$ cat src/rtl/keypad_pkg.sv
// keypad_pkg: shared state/frame encodings, key code constants and the row/column key map.
package keypad_pkg;

    typedef enum logic [1:0] {IDLE, DEBOUNCE, HELD, REL_DB} state_t;
    typedef enum logic [1:0] {NONE, SINGLE, MULTI} frame_t;

    localparam logic [3:0] KEY_PRINT = 4'd7;
    localparam logic [3:0] KEY_REPRO = 4'd8;
    localparam logic [3:0] KEY_LOCK  = 4'd9;
    localparam logic [3:0] KEY_STAR  = 4'd14;
    localparam logic [3:0] KEY_HASH  = 4'd15;

    // Indexed by {row, col}; rows top to bottom, columns left to right.
    localparam logic [3:0] KEY_MAP [16] = '{
        4'd1,      4'd2,      4'd3,     4'd10,
        4'd4,      4'd5,      4'd6,     4'd11,
        KEY_PRINT, KEY_REPRO, KEY_LOCK, 4'd12,
        KEY_STAR,  4'd0,      KEY_HASH, 4'd13
    };

    function automatic logic [3:0] key_code(input logic [1:0] row, input logic [1:0] col);
        return KEY_MAP[{row, col}];
    endfunction

endpackage

$ cat src/rtl/keypad_row_scanner.sv
// keypad_row_scanner: col_n synchronizer, row drive rotation and per-frame key accumulation.
module keypad_row_scanner
    import keypad_pkg::*;
#(
    parameter int SCAN_DIV = 1000
) (
    input  logic       clk,
    input  logic       resetN,
    input  logic [3:0] col_n,
    output logic [3:0] row_n,
    output logic       frame_done,
    output frame_t     frame_res,
    output logic [3:0] frame_code
);

    localparam int DW = $clog2(SCAN_DIV);

    logic [DW-1:0] div_q, div_d;
    logic [1:0]    row_q, row_d, hits_q, hits_d, col_idx;
    logic [3:0]    row_n_q, row_n_d, meta_q, sync_q, code_q, code_d, hot, row_code;
    logic [2:0]    row_hits, total;
    logic          tc, first;

    // hits_q saturates at 2: anything beyond one intersection is already MULTI.
    always_comb begin
        tc         = div_q == DW'(SCAN_DIV - 1);
        hot        = ~sync_q;
        row_hits   = 3'(hot[0]) + 3'(hot[1]) + 3'(hot[2]) + 3'(hot[3]);
        col_idx    = hot[0] ? 2'd0 : hot[1] ? 2'd1 : hot[2] ? 2'd2 : 2'd3;
        row_code   = key_code(row_q, col_idx);
        first      = hits_q == 2'd0 && row_hits == 3'd1;
        total      = 3'(hits_q) + row_hits;
        frame_done = tc && row_q == 2'd3;
        frame_res  = total == 3'd0 ? NONE : total == 3'd1 ? SINGLE : MULTI;
        frame_code = first ? row_code : code_q;
        div_d      = tc ? '0 : div_q + 1'b1;
        row_d      = tc ? row_q + 2'd1 : row_q;
        row_n_d    = tc ? {row_n_q[2:0], row_n_q[3]} : row_n_q;
        hits_d     = !tc ? hits_q : frame_done ? 2'd0 : total > 3'd2 ? 2'd2 : total[1:0];
        code_d     = !tc ? code_q : frame_done ? 4'd0 : frame_code;
    end

    always_ff @(posedge clk or negedge resetN) begin
        if (!resetN) begin
            div_q   <= '0;
            row_q   <= 2'd0;
            row_n_q <= 4'b1110;
            meta_q  <= 4'hF;
            sync_q  <= 4'hF;
            hits_q  <= 2'd0;
            code_q  <= 4'd0;
        end else begin
            div_q   <= div_d;
            row_q   <= row_d;
            row_n_q <= row_n_d;
            meta_q  <= col_n;
            sync_q  <= meta_q;
            hits_q  <= hits_d;
            code_q  <= code_d;
        end
    end

    assign row_n = row_n_q;

endmodule

$ cat src/rtl/keypad_scan_debounce.sv
// keypad_scan_debounce: frame-level debounce FSM producing one rdy pulse per accepted key press.
// Build option KEYPAD_AUTOREPEAT_EN re-pulses rdy every REPEAT_FRAMES frames while the key stays down.
module keypad_scan_debounce
    import keypad_pkg::*;
#(
    parameter int SCAN_DIV        = 1000,
    parameter int DEBOUNCE_FRAMES = 4
`ifdef KEYPAD_AUTOREPEAT_EN
    , parameter int REPEAT_FRAMES = 64
`endif
) (
    input  logic       clk,
    input  logic       resetN,
    input  logic [3:0] col_n,
    output logic [3:0] row_n,
    output logic [3:0] keypress,
    output logic       rdy,
    output logic       key_held
);

    localparam int CW = $clog2(DEBOUNCE_FRAMES + 1);

    state_t        state_q, state_d;
    frame_t        frame_res;
    logic [CW-1:0] cnt_q, cnt_d, cnt_inc;
    logic [3:0]    cand_q, cand_d, keypress_q, keypress_d, frame_code;
    logic          rdy_q, rdy_d, frame_done, single;

`ifdef KEYPAD_AUTOREPEAT_EN
    localparam int RW = $clog2(REPEAT_FRAMES + 1);
    logic [RW-1:0] rep_q, rep_d, rep_inc;
`endif

    keypad_row_scanner #(.SCAN_DIV(SCAN_DIV)) u_scanner (
        .clk        (clk),
        .resetN     (resetN),
        .col_n      (col_n),
        .row_n      (row_n),
        .frame_done (frame_done),
        .frame_res  (frame_res),
        .frame_code (frame_code)
    );

    always_comb begin
        single     = frame_res == SINGLE;
        cnt_inc    = cnt_q == CW'(DEBOUNCE_FRAMES) ? cnt_q : cnt_q + 1'b1;
        state_d    = state_q;
        cnt_d      = cnt_q;
        cand_d     = cand_q;
        keypress_d = keypress_q;
        rdy_d      = 1'b0;
`ifdef KEYPAD_AUTOREPEAT_EN
        rep_inc    = rep_q == RW'(REPEAT_FRAMES) ? rep_q : rep_q + 1'b1;
        rep_d      = rep_q;
`endif
        if (frame_done) begin
            case (state_q)
                IDLE: if (single) begin
                    cand_d  = frame_code;
                    cnt_d   = CW'(1);
                    state_d = DEBOUNCE;
                end
                DEBOUNCE: if (single && frame_code == cand_q) begin
                    cnt_d = cnt_inc;
                    if (cnt_inc == CW'(DEBOUNCE_FRAMES)) begin
                        keypress_d = cand_q;
                        rdy_d      = 1'b1;
                        cnt_d      = '0;
                        state_d    = HELD;
`ifdef KEYPAD_AUTOREPEAT_EN
                        rep_d      = '0;
`endif
                    end
                end else begin
                    cnt_d   = '0;
                    state_d = IDLE;
                end
                HELD: if (frame_res == NONE) begin
                    cnt_d   = CW'(1);
                    state_d = REL_DB;
                end else begin
`ifdef KEYPAD_AUTOREPEAT_EN
                    rep_d = single && frame_code == keypress_q ? rep_inc : '0;
                    if (single && frame_code == keypress_q && rep_inc == RW'(REPEAT_FRAMES)) begin
                        rdy_d = 1'b1;
                        rep_d = '0;
                    end
`endif
                end
                REL_DB: if (frame_res == NONE) begin
                    cnt_d   = cnt_inc == CW'(DEBOUNCE_FRAMES) ? '0 : cnt_inc;
                    state_d = cnt_inc == CW'(DEBOUNCE_FRAMES) ? IDLE : REL_DB;
                end else begin
                    cnt_d   = '0;
                    state_d = HELD;
`ifdef KEYPAD_AUTOREPEAT_EN
                    rep_d   = '0;
`endif
                end
            endcase
        end
    end

    always_ff @(posedge clk or negedge resetN) begin
        if (!resetN) begin
            state_q    <= IDLE;
            cnt_q      <= '0;
            cand_q     <= 4'd0;
            keypress_q <= 4'd0;
            rdy_q      <= 1'b0;
`ifdef KEYPAD_AUTOREPEAT_EN
            rep_q      <= '0;
`endif
        end else begin
            state_q    <= state_d;
            cnt_q      <= cnt_d;
            cand_q     <= cand_d;
            keypress_q <= keypress_d;
            rdy_q      <= rdy_d;
`ifdef KEYPAD_AUTOREPEAT_EN
            rep_q      <= rep_d;
`endif
        end
    end

    assign keypress = keypress_q;
    assign rdy      = rdy_q;
    assign key_held = state_q == HELD || state_q == REL_DB;

endmodule

$ cat config.mk
export PLATFORM = sky130hd
export DESIGN_NAME = keypad_scan_debounce
export DESIGN_NICKNAME = d
export VERILOG_FILES = /design/src/rtl/keypad_pkg.sv /design/src/rtl/keypad_row_scanner.sv /design/src/rtl/keypad_scan_debounce.sv
export SDC_FILE = /design/constraint.sdc
export NUM_CORES = 1
export LEC_CHECK = 0
export CAP_MARGIN = 20
export CELL_PAD_IN_SITES_DETAIL_PLACEMENT = 1
export CELL_PAD_IN_SITES_GLOBAL_PLACEMENT = 1
export CORE_UTILIZATION = 45
export DETAILED_ROUTE_END_ITERATION = 8
export PLACE_DENSITY_LB_ADDON = 0.1
export REMOVE_ABC_BUFFERS = 1
export SLEW_MARGIN = 30
export SYNTH_ARGS = -nofsm -noshare
export SYNTH_HDL_FRONTEND = slang
export SYNTH_SLANG_ARGS = --single-unit
$ cat constraint.sdc
create_clock -name clk -period 10.3 [get_ports clk]
set_clock_uncertainty 0.15 [all_clocks]
set_input_delay 2.06 -clock clk [delete_from_list [all_inputs] [get_ports clk]]
set_output_delay 2.06 -clock clk [all_outputs]
set_load 0.05 [all_outputs]
=== Word-level counts from Yosys, hierarchy flattened ===
Memory sizes are Yosys's and may differ from the RTL's.
Index checks and enable logic that the tools add are counted.

* Memories: 1
* ROM bits: 64
* Logic and storage cells: 80
* Output and inout bits: 10
* Bits in writable memories: 0
* Bits in latches: 0
* Flip-flop bits (word level): 44

* Shifts and indexed selects: 0
* Muxes and demuxes: 30
* $mul: 0
* Bitwise gates (word level): 2
* Divide/modulo/power cells: 0
* Order comparisons: 2
* Reductions and logical operators: 12
* Equality and inequality tests: 14
* Add/sub/neg operators: 7

{| class="wikitable"
|+ Memory list
! memory !! depth !! width !! rd ports !! clocked after Yosys merged registers in !! wr ports !! RTL line !! source
|-
| (name not given) || 16 || 4 || 1 || 0 || 0 || keypad_pkg.sv:22 || <nowiki>return KEY_MAP[{row, col}];</nowiki>
|}

{| class="wikitable"
|+ Operators by type and width
! cell !! number
|-
| $mux 2 || 12
|-
| $mux 3 || 6
|-
| $mux 4 || 4
|-
| $pmux 3 s4 || 1
|-
| $add 10x1->10 const B || 1
|-
| $eq 10x10->1 const B || 1
|-
| $mux 10 || 1
|-
| $pmux 2 s4 || 1
|-
| $reduce_and 4->1 || 2
|-
| $add 3x1->3 || 2
|-
| $eq 2x2->1 const B || 3
|-
| $eq 3x1->1 const B || 2
|-
| $eq 3x3->1 const B || 2
|-
| $logic_not 2->1 || 3
|-
| $reduce_and 3->1 || 2
|-
| $ge 5x5->1 const B || 1
|-
| $mux 1 || 5
|-
| $not 4->5 || 1
|-
| $eq 2x1->1 const B || 2
|-
| $eq 4x4->1 || 1
|-
| $ne 2x2->1 const B || 2
|-
| $not 4->4 || 1
|-
| $add 2x3->3 || 1
|-
| $add 3x1->3 const B || 1
|-
| other kinds (7) || 9
|}

=== Depth between registers and ports, before layout ===
Gate-level depths: netlist of run 1.

* Word-level depth: 14
* Gate-level depth with buffers: 11
* Depth with buffers taken out: 11

=== Cells and area by module ===
A second synthesis of run 1 with hierarchy kept.

* Cells, all modules: 212
* Area total of the unflattened synthesis: 2338.5 um2

{| class="wikitable"
|+ Modules (own cells, without submodules)
! module !! instances !! cells each !! area an instance (um2)
|-
| keypad_row_scanner || 1 || 144 || 1585.3
|-
| keypad_scan_debounce || 1 || 68 || 753.2
|}

=== Worst setup path after synthesis of run 1 ===
OpenSTA, ideal clock, no wires.

* Path kind: flip-flop to flip-flop
* Start: register u_scanner.sync_q[0]
* End: register keypress_q[0], in the netlist keypress[0]
* Library setup time: 0.125 ns
* Slack: 6.833 ns
* Required time: 10.025 ns
* Arrival: 3.193 ns
* Period minus slack after synthesis: 3.467 ns
* Path buffers: 0
* Cell stages (with the launch flop): 12
* Path through: dfstp_2 -> inv_1 -> ha_1 -> fa_1 -> ha_1 -> fa_1 -> xor2_1 -> nor2_1 -> and4_1 -> and4_1 -> nand4_2 -> mux2_2

* Cells in the longest elaborated chain, start to end: 11
* Elaborated cells on any way between the ends: 21

{| class="wikitable"
|+ RTL lines
! what !! RTL line !! source
|-
| start: declaration || keypad_row_scanner.sv:20 || <nowiki>logic [3:0] row_n_q, row_n_d, meta_q, sync_q, code_q, code_d, hot, row_code;</nowiki>
|-
| start signal: assignment || keypad_row_scanner.sv:57 || <nowiki>sync_q <= meta_q;</nowiki>
|-
| $not 4->4 * || keypad_row_scanner.sv:27 || <nowiki>hot = ~sync_q;</nowiki>
|-
| $add 1x1->2 || keypad_row_scanner.sv:28 || <nowiki>row_hits = 3'(hot[0]) + 3'(hot[1]) + 3'(hot[2]) + 3'(hot[3]);</nowiki>
|-
| $add 3x1->3 (2 in a row) || keypad_row_scanner.sv:28 ||
|-
| $add 2x3->3 || keypad_row_scanner.sv:32 || <nowiki>total = 3'(hits_q) + row_hits;</nowiki>
|-
| $eq 3x1->1 || keypad_row_scanner.sv:34 || <nowiki>frame_res = total == 3'd0 ? NONE : total == 3'd1 ? SINGLE : MULTI;</nowiki>
|-
| $mux 2 (2 in a row) || keypad_row_scanner.sv:34 ||
|-
| $eq 2x1->1 || keypad_scan_debounce.sv:45 || <nowiki>single = frame_res == SINGLE;</nowiki>
|-
| $logic_and 1x1->1 * || keypad_scan_debounce.sv:63 || <nowiki>DEBOUNCE: if (single && frame_code == cand_q) begin</nowiki>
|-
| $reduce_and 4->1 (no source line) * || -- ||
|-
| end signal: assignment || keypad_scan_debounce.sv:118 || <nowiki>keypress_q <= keypress_d;</nowiki>
|-
| end: declaration || keypad_scan_debounce.sv:26 || <nowiki>logic [3:0] cand_q, cand_d, keypress_q, keypress_d, frame_code;</nowiki>
|}

Every way passes the cells marked *; elsewhere a longest branch is shown, timed or not. The select of a mux whose other input is x is not followed.
A chain may end at the register's enable or synchronous reset.

=== Final worst setup path of run 1 ===
* Start: register u_scanner.row_n_q[1], in the netlist u_scanner.row_n[1]
* End: output port row_n[1]

{| class="wikitable"
|+ RTL lines
! what !! RTL line !! source
|-
| start: declaration || keypad_row_scanner.sv:20 ||
|-
| start signal: assignment || keypad_row_scanner.sv:55 || <nowiki>row_n_q <= row_n_d;</nowiki>
|-
| end: declaration || keypad_scan_debounce.sv:15 || <nowiki>output logic [3:0] row_n,</nowiki>
|}

No word-level cell between the ends.

==> results.py, run 1 <==
metrics = {
    "cts": {
        "cts_resized": 0,
        "cts_setup_buffers": 0,
        "cts_hold_buffers": 0,
        "cts_tree": "yes",
        "clock_latency_ps": 300,
        "cts_buffers": 5,
        "cts.sink_count": 44,
        "clockRootBuffer": "clkbuf_8",
        "cts_max_path_buffers": 2,
        "htreeDepth": 2,
        "path_clk_slew_ps": 80,
    },
    "floorplan": {
        "fp.dieW_um": 74.6,
        "chipHeight_um": 74.6,
        "rows": 26,
        "ios": 16,
        "initial_core_util_pct": 46.7,
        "coreArea_um2": 5070,
        "die_area_um2": 5560,
    },
    "synthesis": {
        "synth.cell_area_um2": 2370,
        "ys_ff_latch": 44,
        "synth_cell_types": 50,
        "yosysWarnings": 0,
        "synth_cells": 236,
        "synth_edf_count": 0,
        "synth_area_per_cell_um2": 10.0,
        "synth_flop_cell": "dfrtp_1",
        "ys_seq_area_share_pct": 47.0,
        "synth-async-reset-ratio_pct": 100,
    },
    "setup_path": {
        "startpoint_type": "flip-flop",
        "r2r_start": "u_scanner.sync_q[0]",
        "worstSetupEndpointType": "output pin",
        "max_stage_delay_ps": 800,
        "crit_required_ps": 8090,
        "critPathKind": "flip-flop to output pin",
        "path_buf_inv": 1,
        "cp.arrival_ps": 1650,
        "cp_cell_sequence": "clkdlybuf4s50_1",
        "crit_start": "u_scanner.row_n[1]",
        "path_delay_family": "buffers and inverters",
        "worst-path-max-fanout": 3,
        "cpMaxStageDelayCell": "clkdlybuf4s50_1",
    },
    "pwr": {
        "p_int_uw": 257,
        "ir_worst_vdd_v": 0.0000778,
        "p_clk_share_pct": 39.4,
        "p_sw_share_pct": 23.2,
        "p_leak_uw": 0.00121,
        "pwr-share-comb_pct": 7.7,
        "power_density_nw_per_um2": 124,
        "seq_power_share_pct": 52.9,
        "switchingPower_uw": 77.3,
    },
    "timing": {
        "finalHoldViolCount": 0,
        "rsz0062_at_grt": "no",
        "maxSlewHeadroom_pct": 63.0,
        "fin_crit_ps": 3860,
        "fmax_ghz": 0.259,
        "drv_slew": 0,
        "period_share_pct": 37.5,
        "tns_ps": 0,
        "tightest_slew_ps": 555,
        "report.final.setup_viol": 0,
    },
    "layout": {
        "area_delta_synth_final_pct": 13.2,
        "final_common_cell": "nand2_1",
        "final_nets": 270,
        "stdcell_count": 321,
        "antenna_cells": 0,
        "drive_above_1_share_pct": 14.3,
        "final_util_pct": 52.9,
        "design_area_um2": 2690,
        "mostFrequentLayoutCells": "37 x nand2_1, 33 x dfrtp_1, 17 x nor2_1",
    },
    "global_routing": {
        "grt_antenna_before_repair": 0,
        "grt_max_degree": 45,
        "grt_pass1_vias": 1761,
        "grt_pass1_wl_um": 8260,
        "grt_overflow_total": 0,
        "gr-usage-all-layers_pct": 20.0,
    },
    "drt": {
        "wl_per_cell_um": 15.0,
        "via_per_inst": 5.40,
        "drt_iter0_markers": 76,
        "dr.pass1.iters": 4,
        "vias": 1734,
        "wl_um": 4800,
        "drc": 0,
        "antenna_left": 0,
    },
    "worst_hold_path": {
        "worst_hold_path_type": "flip-flop to flip-flop",
        "min_from": "u_scanner.meta_q[2]",
    },
    "placed_design": {
        "port_buffers": 15,
        "gp_congestion": 0.797,
        "place_area_um2": 2570,
        "hpwl_um": 3630,
        "placedCellCount": 313,
    },
    "status": {
        "outcome": "completed",
    },
    "run": {
        "cap_violations": 0,
    },
}
[cell type report]
type | instances | area, µm²
Timing Repair Buffer | 16 | 155
Fill cell | 605 | 2390
Tap cell | 70 | 87.6
Inverter | 11 | 41.3
Multi-Input combinational cell | 172 | 1170
Clock inverter | 3 | 42.5
Sequential cell | 44 | 1110
Clock buffer | 5 | 68.8
[registers in the layout, indices dropped and copies added (netlist names)]
signal	cells
u_scanner.div_q	10
u_scanner.sync_q	4
cnt_q	3
u_scanner.hits_q	2
u_scanner.row_n	4
rdy	1
u_scanner.row_q	2
u_scanner.meta_q	4
state_q	2
cand_q	4
u_scanner.code_q	4
keypress	4
[cell usage after synthesis (2+ instances only)]
cell       n  area (µm²)
nand2_1   37         139
dfrtp_1   33         826
nor2_1    17        63.8
ha_1      12         150
dfstp_2   11         289
inv_1     10        37.5
o21ai_0   10        50.1
nand3_1    9        45.0
mux2_2     8        90.1
xor2_1     8        70.1
clkbuf_1   6        22.5
o31ai_1    6        45.0
xnor2_1    5        43.8
a21oi_1    4        20.0
nor3_1     4        20.0
or3_1      4        25.0
a22o_1     3        26.3
a31oi_1    3        18.8
and2_1     3        18.8
and3_1     3        18.8
o211ai_1   3        22.5
a221oi_1   2        17.5
and4_1     2        17.5
buf_2      2        10.0
fa_1       2        40.0
mux2i_1    2        20.0
nand2b_1   2        12.5
nand3b_1   2        15.0
nand4_1    2        12.5
[path summary, 6_finish.rpt]
kind / cells past startpoint / end / slack, ps
hold / removal: 0 / u_scanner.sync_q[2] / 210
setup reg to reg: 11 / keypress[2] / 6580
min in group asynchronous: 1 / u_scanner.code_q[1] / 1580
max in group asynchronous: 1 / u_scanner.row_n[2] / 8030
hold reg to reg: 0 / u_scanner.sync_q[2] / 210
setup / recovery: 1 / row_n[1] / 6440
[per-layer routing]
metal | GRT usage, % | up-vias | part of all wire (%)
li1 | - | 849 | -
met1 | 25.0 | 854 | 45
met2 | 33.9 | 23 | 51
met3 | 4.34 | 8 | 2.9
met4 | 7.55 | 0 | 1.5
met5 | 0 | - | 0
[power by group through the flow]
stage	combinational, µW	sequential (µW)	clock [µW]
global placement	25.2	180	0
global route	29.5	177	143
detailed placement	26.3	180	0
CTS	26.4	177	137
floorplan	16.4	180	0
finish	25.7	177	132
[metrics by stage]
| step | setup slack [ps] | hold slack (ps) | total power (µW) |
|---|---|---|---|
| after CTS | 6420 | 210 | 340 |
| after global placement | 6710 | 196 | 205 |
| after detailed placement | 6600 | 197 | 206 |
| after floorplan | 6830 | 195 | 196 |
| after global routing | 6380 | 214 | 350 |
| final | 6440 | 208 | 334 |
[cells by family after synthesis]
family / share of synthesized area [%]
muxes: 4.64
xor gates and xnor gates: 4.80
DFF: 47.0
buffers and inverters: 3.43
and+or+nand+nor: 19.2
AOI/OAI and AO/OA: 12.9
adders and majority gates: 8.02
Note: power is estimated with default switching activity, not from simulation.
==> inputs of run 2 (changes only) <==
Settings changed: CORE_UTILIZATION 45 to 41.
Clock period 10.3 ns to 3.35 ns, I/O delays scaled along.
==> results.py, run 2 (synthesis gave the netlist of run 1 again) <==
metrics = {
    "status": {
        "outcome": "completed",
    },
    "setup_path": {
        "path_buf_inv": 2,
        "rrSetupSlack_ps": 50,
        "worstSetupEndpointType": "flip-flop",
        "cp.arrival_ps": 3340,
        "cp_cell_sequence": "inv_2, ha_4, fa_2, ha_4, or4b_4, or2_4, o211ai_1, o211ai_1, buf_4, nand4_4, mux2_2",
        "max_stage_delay_ps": 540,
        "path_delay_family": "simple AND/OR/NAND/NOR gates",
        "startpoint_type": "flip-flop",
        "crit_required_ps": 3390,
        "worst-path-max-fanout": 4,
        "critPathKind": "flip-flop to flip-flop",
        "cpMaxStageDelayCell": "dfstp_2",
    },
    "timing": {
        "tightest_slew_ps": 616,
        "rsz0062_at_grt": "yes",
        "finalHoldViolCount": 0,
        "fmax_ghz": 0.303,
        "report.final.setup_viol": 0,
        "fin_crit_ps": 3300,
        "maxSlewHeadroom_pct": 59.0,
        "setup_ws_ps": 45.1,
        "hold_slack_ps": 207,
        "period_share_pct": 98.7,
        "drv_slew": 0,
    },
    "layout": {
        "final_common_cell": "nand2_1",
        "antenna_cells": 0,
        "area_delta_synth_final_pct": 22.7,
        "largest-register": "u_scanner.div_q",
        "design_area_um2": 2910,
        "nFillCells": 624,
        "mostFrequentLayoutCells": "37 x nand2_1, 33 x dfrtp_1, 19 x buf_4",
        "final_nets": 287,
        "largest_reg_flops": 10,
        "drive_above_1_share_pct": 25.4,
        "final_util_pct": 52.5,
    },
    "floorplan": {
        "rows": 27,
        "chipHeight_um": 78.0,
        "die_area_um2": 6090,
        "coreArea_um2": 5540,
        "ios": 16,
        "initial_core_util_pct": 42.8,
        "fp.dieW_um": 78.0,
    },
    "global_routing": {
        "grt_overflow_total": 0,
        "grt_pass1_vias": 1943,
        "grt_pass1_wl_um": 9320,
        "grt_max_degree": 45,
        "gr-usage-all-layers_pct": 19.6,
        "grt_antenna_before_repair": 0,
    },
    "pwr": {
        "p_clk_share_pct": 39.0,
        "pwr-share-comb_pct": 11.7,
        "switchingPower_uw": 254,
        "seq_power_share_pct": 49.3,
        "ir_worst_vdd_v": 0.000307,
        "p_int_uw": 844,
        "finalPower_uw": 1100,
        "p_leak_uw": 0.00130,
        "power_density_nw_per_um2": 377,
        "p_sw_share_pct": 23.1,
    },
    "cts": {
        "cts_hold_buffers": 0,
        "cts_tree": "yes",
        "clock_latency_ps": 300,
        "cts_max_path_buffers": 2,
        "cts_buffers": 5,
        "clockRootBuffer": "clkbuf_8",
        "htreeDepth": 2,
        "path_clk_slew_ps": 80,
        "cts.sink_count": 44,
    },
    "drt": {
        "wl_um": 5160,
        "wl_per_cell_um": 15.2,
        "vias": 1822,
        "antenna_left": 0,
        "drt_iter0_markers": 52,
        "drc": 0,
        "dr.pass1.iters": 3,
        "via_per_inst": 5.36,
    },
    "placed_design": {
        "port_buffers": 15,
        "place_ws_ps": -190,
        "hpwl_um": 3720,
        "place_area_um2": 2670,
        "gp_congestion": 0.757,
    },
    "worst_hold_path": {
        "worst_hold_path_type": "primary input to asynchronous set/reset pin",
    },
    "run": {
        "cap_violations": 0,
    },
}
## run 2: worst register-to-register path, cell delays in order (launching register included)
cell and delay (ps):
dfstp_2 540, inv_2 50, ha_4 230, fa_2 360, ha_4 240, or4b_4 490
or2_4 250, o211ai_1 120, o211ai_1 140, buf_4 170, nand4_4 130, mux2_2 340
## run 2: metal layers
metal | vias to the layer above | wire length (µm) | global-route usage [%]
met1 | 905 | 2360 | 23.9
met5 | - | 0 | 0
met2 | 19 | 2600 | 34.6
met3 | 9 | 104 | 3.60
li1 | 889 | - | -
met4 | 0 | 87 | 6.48
## run 2: metrics by stage
step | setup TNS, ps | instances
2_1_floorplan | -473 | 227
3_3_place_gp | -258 | 327
3_5_place_dp | -1410 | 327
4_1_cts | 0 | 337
5_1_grt | -197 | 340
6_report | 0 | 340
## run 2: area by class of cell
type	instances	area, µm²	share of cell area (%)
well taps	72	90.1	3.10
clock inverters	2	38.8	1.33
flip-flops and latches	44	1110	38.3
repair buffers	33	283	9.72
multi-input cells	172	1260	43.3
clock buffers	6	82.6	2.84
inverters	11	41.3	1.42
## run 2: path summary, 6_finish.rpt
path,start,endpoint,cells past startpoint
min in group clk,u_scanner.meta_q[2],u_scanner.sync_q[2],0
setup reg to reg,u_scanner.sync_q[0],keypress[3],11
setup / recovery,u_scanner.sync_q[0],keypress[3],11
max in group asynchronous,resetN,u_scanner.row_n[1],1
hold reg to reg,u_scanner.meta_q[2],u_scanner.sync_q[2],0
hold / removal,resetN,u_scanner.code_q[0],1
## run 2: what timing repair did
action                                  4_1_cts  5_1_grt
pin swaps                                     7        5
endpoints found under the setup margin       13       13
cloned                                        0        0
gates resized for setup                      11        9
buffers inserted                              2        3
## run 2: power groups by stage
stage                     Clock, µW  Sequential (µW)  Combinational (µW)
after floorplan                   0              552                50.5
after global placement            0              551                98.9
after detailed placement          0              552                 102
after CTS                       438              542                 118
after global routing            458              542                 142
final                           428              542                 129
==> inputs of run 3 (changes only) <==
Settings changed: MAX_ROUTING_LAYER set to met4, RECOVER_POWER set to 25.
==> results.py, run 3 (synthesis gave the netlist of run 1 again) <==
metrics = {
    "setup_path": {
        "crit_required_ps": 3390,
        "critPathKind": "flip-flop to flip-flop",
        "worst-path-max-fanout": 4,
        "cpMaxStageDelayCell": "dfstp_2",
        "cp.arrival_ps": 3340,
        "r2r_start": "u_scanner.sync_q[1]",
        "crit_end": "keypress[0]",
        "max_stage_delay_ps": 550,
        "rr_worst_depth": 11,
        "cp_cell_sequence": "inv_2, ha_4, fa_2, ha_2, fa_2, xor2_2, nor2_2, and4_1, and4_1, nand4_4, mux2_4",
        "r2r_end": "keypress[0]",
        "worstSetupEndpointType": "flip-flop",
        "startpoint_type": "flip-flop",
        "rrSetupSlack_ps": 40,
        "crit_start": "u_scanner.sync_q[1]",
    },
    "floorplan": {
        "rows": 27,
        "die_area_um2": 6090,
        "initial_core_util_pct": 42.8,
        "coreArea_um2": 5540,
        "ios": 16,
        "fp.dieW_um": 78.0,
        "chipHeight_um": 78.0,
    },
    "pwr": {
        "power_density_nw_per_um2": 378,
        "seq_power_share_pct": 49.4,
        "switchingPower_uw": 254,
        "p_int_uw": 843,
        "p_leak_uw": 0.00130,
        "ir_worst_vdd_v": 0.000307,
        "p_sw_share_pct": 23.1,
        "pwr-share-comb_pct": 11.6,
        "p_clk_share_pct": 39.0,
    },
    "cts": {
        "cts_tree": "yes",
        "path_clk_slew_ps": 80,
        "cts.sink_count": 44,
        "clockRootBuffer": "clkbuf_8",
        "cts_max_path_buffers": 2,
        "clock_latency_ps": 300,
        "cts_hold_buffers": 0,
        "htreeDepth": 2,
        "cts_buffers": 5,
    },
    "timing": {
        "rsz0062_at_grt": "yes",
        "tightest_slew_ps": 2360,
        "report.final.setup_viol": 0,
        "fin_crit_ps": 3310,
        "period_share_pct": 98.7,
        "maxSlewHeadroom_pct": -57.3,
        "setup_ws_ps": 44.0,
        "tns_ps": 0,
        "drv_slew": 45,
        "fmax_ghz": 0.302,
        "hold_slack_ps": 210,
        "finalHoldViolCount": 0,
    },
    "layout": {
        "final_nets": 287,
        "drive_above_1_share_pct": 25.0,
        "final_util_pct": 52.4,
        "stdcell_count": 340,
        "largest_reg_flops": 10,
        "area_delta_synth_final_pct": 22.5,
        "mostFrequentLayoutCells": "37 x nand2_1, 33 x dfrtp_1, 18 x buf_4",
        "final_common_cell": "nand2_1",
        "antenna_cells": 0,
        "largest-register": "u_scanner.div_q",
    },
    "drt": {
        "wl_um": 5160,
        "antenna_left": 0,
        "drt_iter0_markers": 58,
        "via_per_inst": 5.41,
        "wl_per_cell_um": 15.2,
        "dr.pass1.iters": 4,
        "vias": 1841,
        "drc": 0,
    },
    "status": {
        "violations": "capacitance limit, slew limit",
        "outcome": "finished, violations left",
    },
    "global_routing": {
        "grt_pass1_vias": 1943,
        "grt_antenna_before_repair": 0,
        "grt_pass1_wl_um": 9300,
        "grt_overflow_total": 0,
        "gr-usage-all-layers_pct": 20.1,
        "grt_max_degree": 45,
    },
    "run": {
        "cap_violations": 1,
    },
    "placed_design": {
        "hpwl_um": 3720,
        "port_buffers": 15,
        "placedCellCount": 327,
        "place_ws_ps": -190,
        "gp_congestion": 0.766,
    },
    "worst_hold_path": {
        "worst_hold_path_type": "flip-flop to flip-flop",
    },
}
run 3: changes by cell type in the layout (fill, tap and decap cells not counted), sizes merged:
cell / change
clkbuf: +1
buf: -1
run 3: layout make-up:
| class | instances | area, µm² |
|---|---|---|
| flip-flops and latches | 44 | 1110 |
| clock inverters | 2 | 38.8 |
| clock buffers | 6 | 82.6 |
| fillers | 625 | 2640 |
| repair buffers | 33 | 279 |
| well taps | 72 | 90.1 |
| inverters | 11 | 41.3 |
| multi-input cells | 172 | 1260 |
run 3: metal layers:
layer | vias up | part of all wire [%] | track usage [%]
met1 | 918 | 45 | 23.9
li1 | 890 | - | -
met4 | 0 | 1.4 | 6.48
met2 | 26 | 51 | 34.6
met5 | - | 0 | -
met3 | 7 | 2.5 | 3.60
run 3: what timing repair did:
action,4_1_cts,5_1_grt
gates resized for setup,11,9
pin swaps,7,5
endpoints found under the setup margin,13,13
setup buffers,2,3
run 3: how the worst min path moves through the flow:
stage,start,end,slack (ps),cells past startpoint
detailed placement,u_scanner.meta_q[2],u_scanner.sync_q[2],200,0
global placement,u_scanner.meta_q[3],u_scanner.sync_q[3],200,0
finish,u_scanner.meta_q[2],u_scanner.sync_q[2],210,0
CTS,u_scanner.meta_q[2],u_scanner.sync_q[2],210,0
global route,u_scanner.meta_q[2],u_scanner.sync_q[2],220,0
floorplan,u_scanner.meta_q[0],u_scanner.sync_q[0],200,0
run 3: worst max-delay path: cells and delay by family, from the launching register on:
family	cells	cell delay, ps
xor gates and xnor gates	1	170
muxes	1	340
and+or+nand+nor	4	680
DFF	1	550
adders and majority gates	4	1260
buffers and inverters	1	50
run 3: power by group through the flow:
| stage | logic, µW | clock network [µW] | registers (µW) |
|---|---|---|---|
| 6_report | 128 | 428 | 542 |
| 5_1_grt | 141 | 459 | 542 |
| 4_1_cts | 118 | 438 | 542 |
| 3_5_place_dp | 102 | 0 | 552 |
| 3_3_place_gp | 98.9 | 0 | 551 |
| 2_1_floorplan | 50.5 | 0 | 552 |
run 3: stage by stage:
step / power, µW / area, µm²
4_1_cts: 1100 / 2860
2_1_floorplan: 603 / 2330
6_report: 1100 / 2910
5_1_grt: 1140 / 2910
3_5_place_dp: 654 / 2670
3_3_place_gp: 650 / 2660
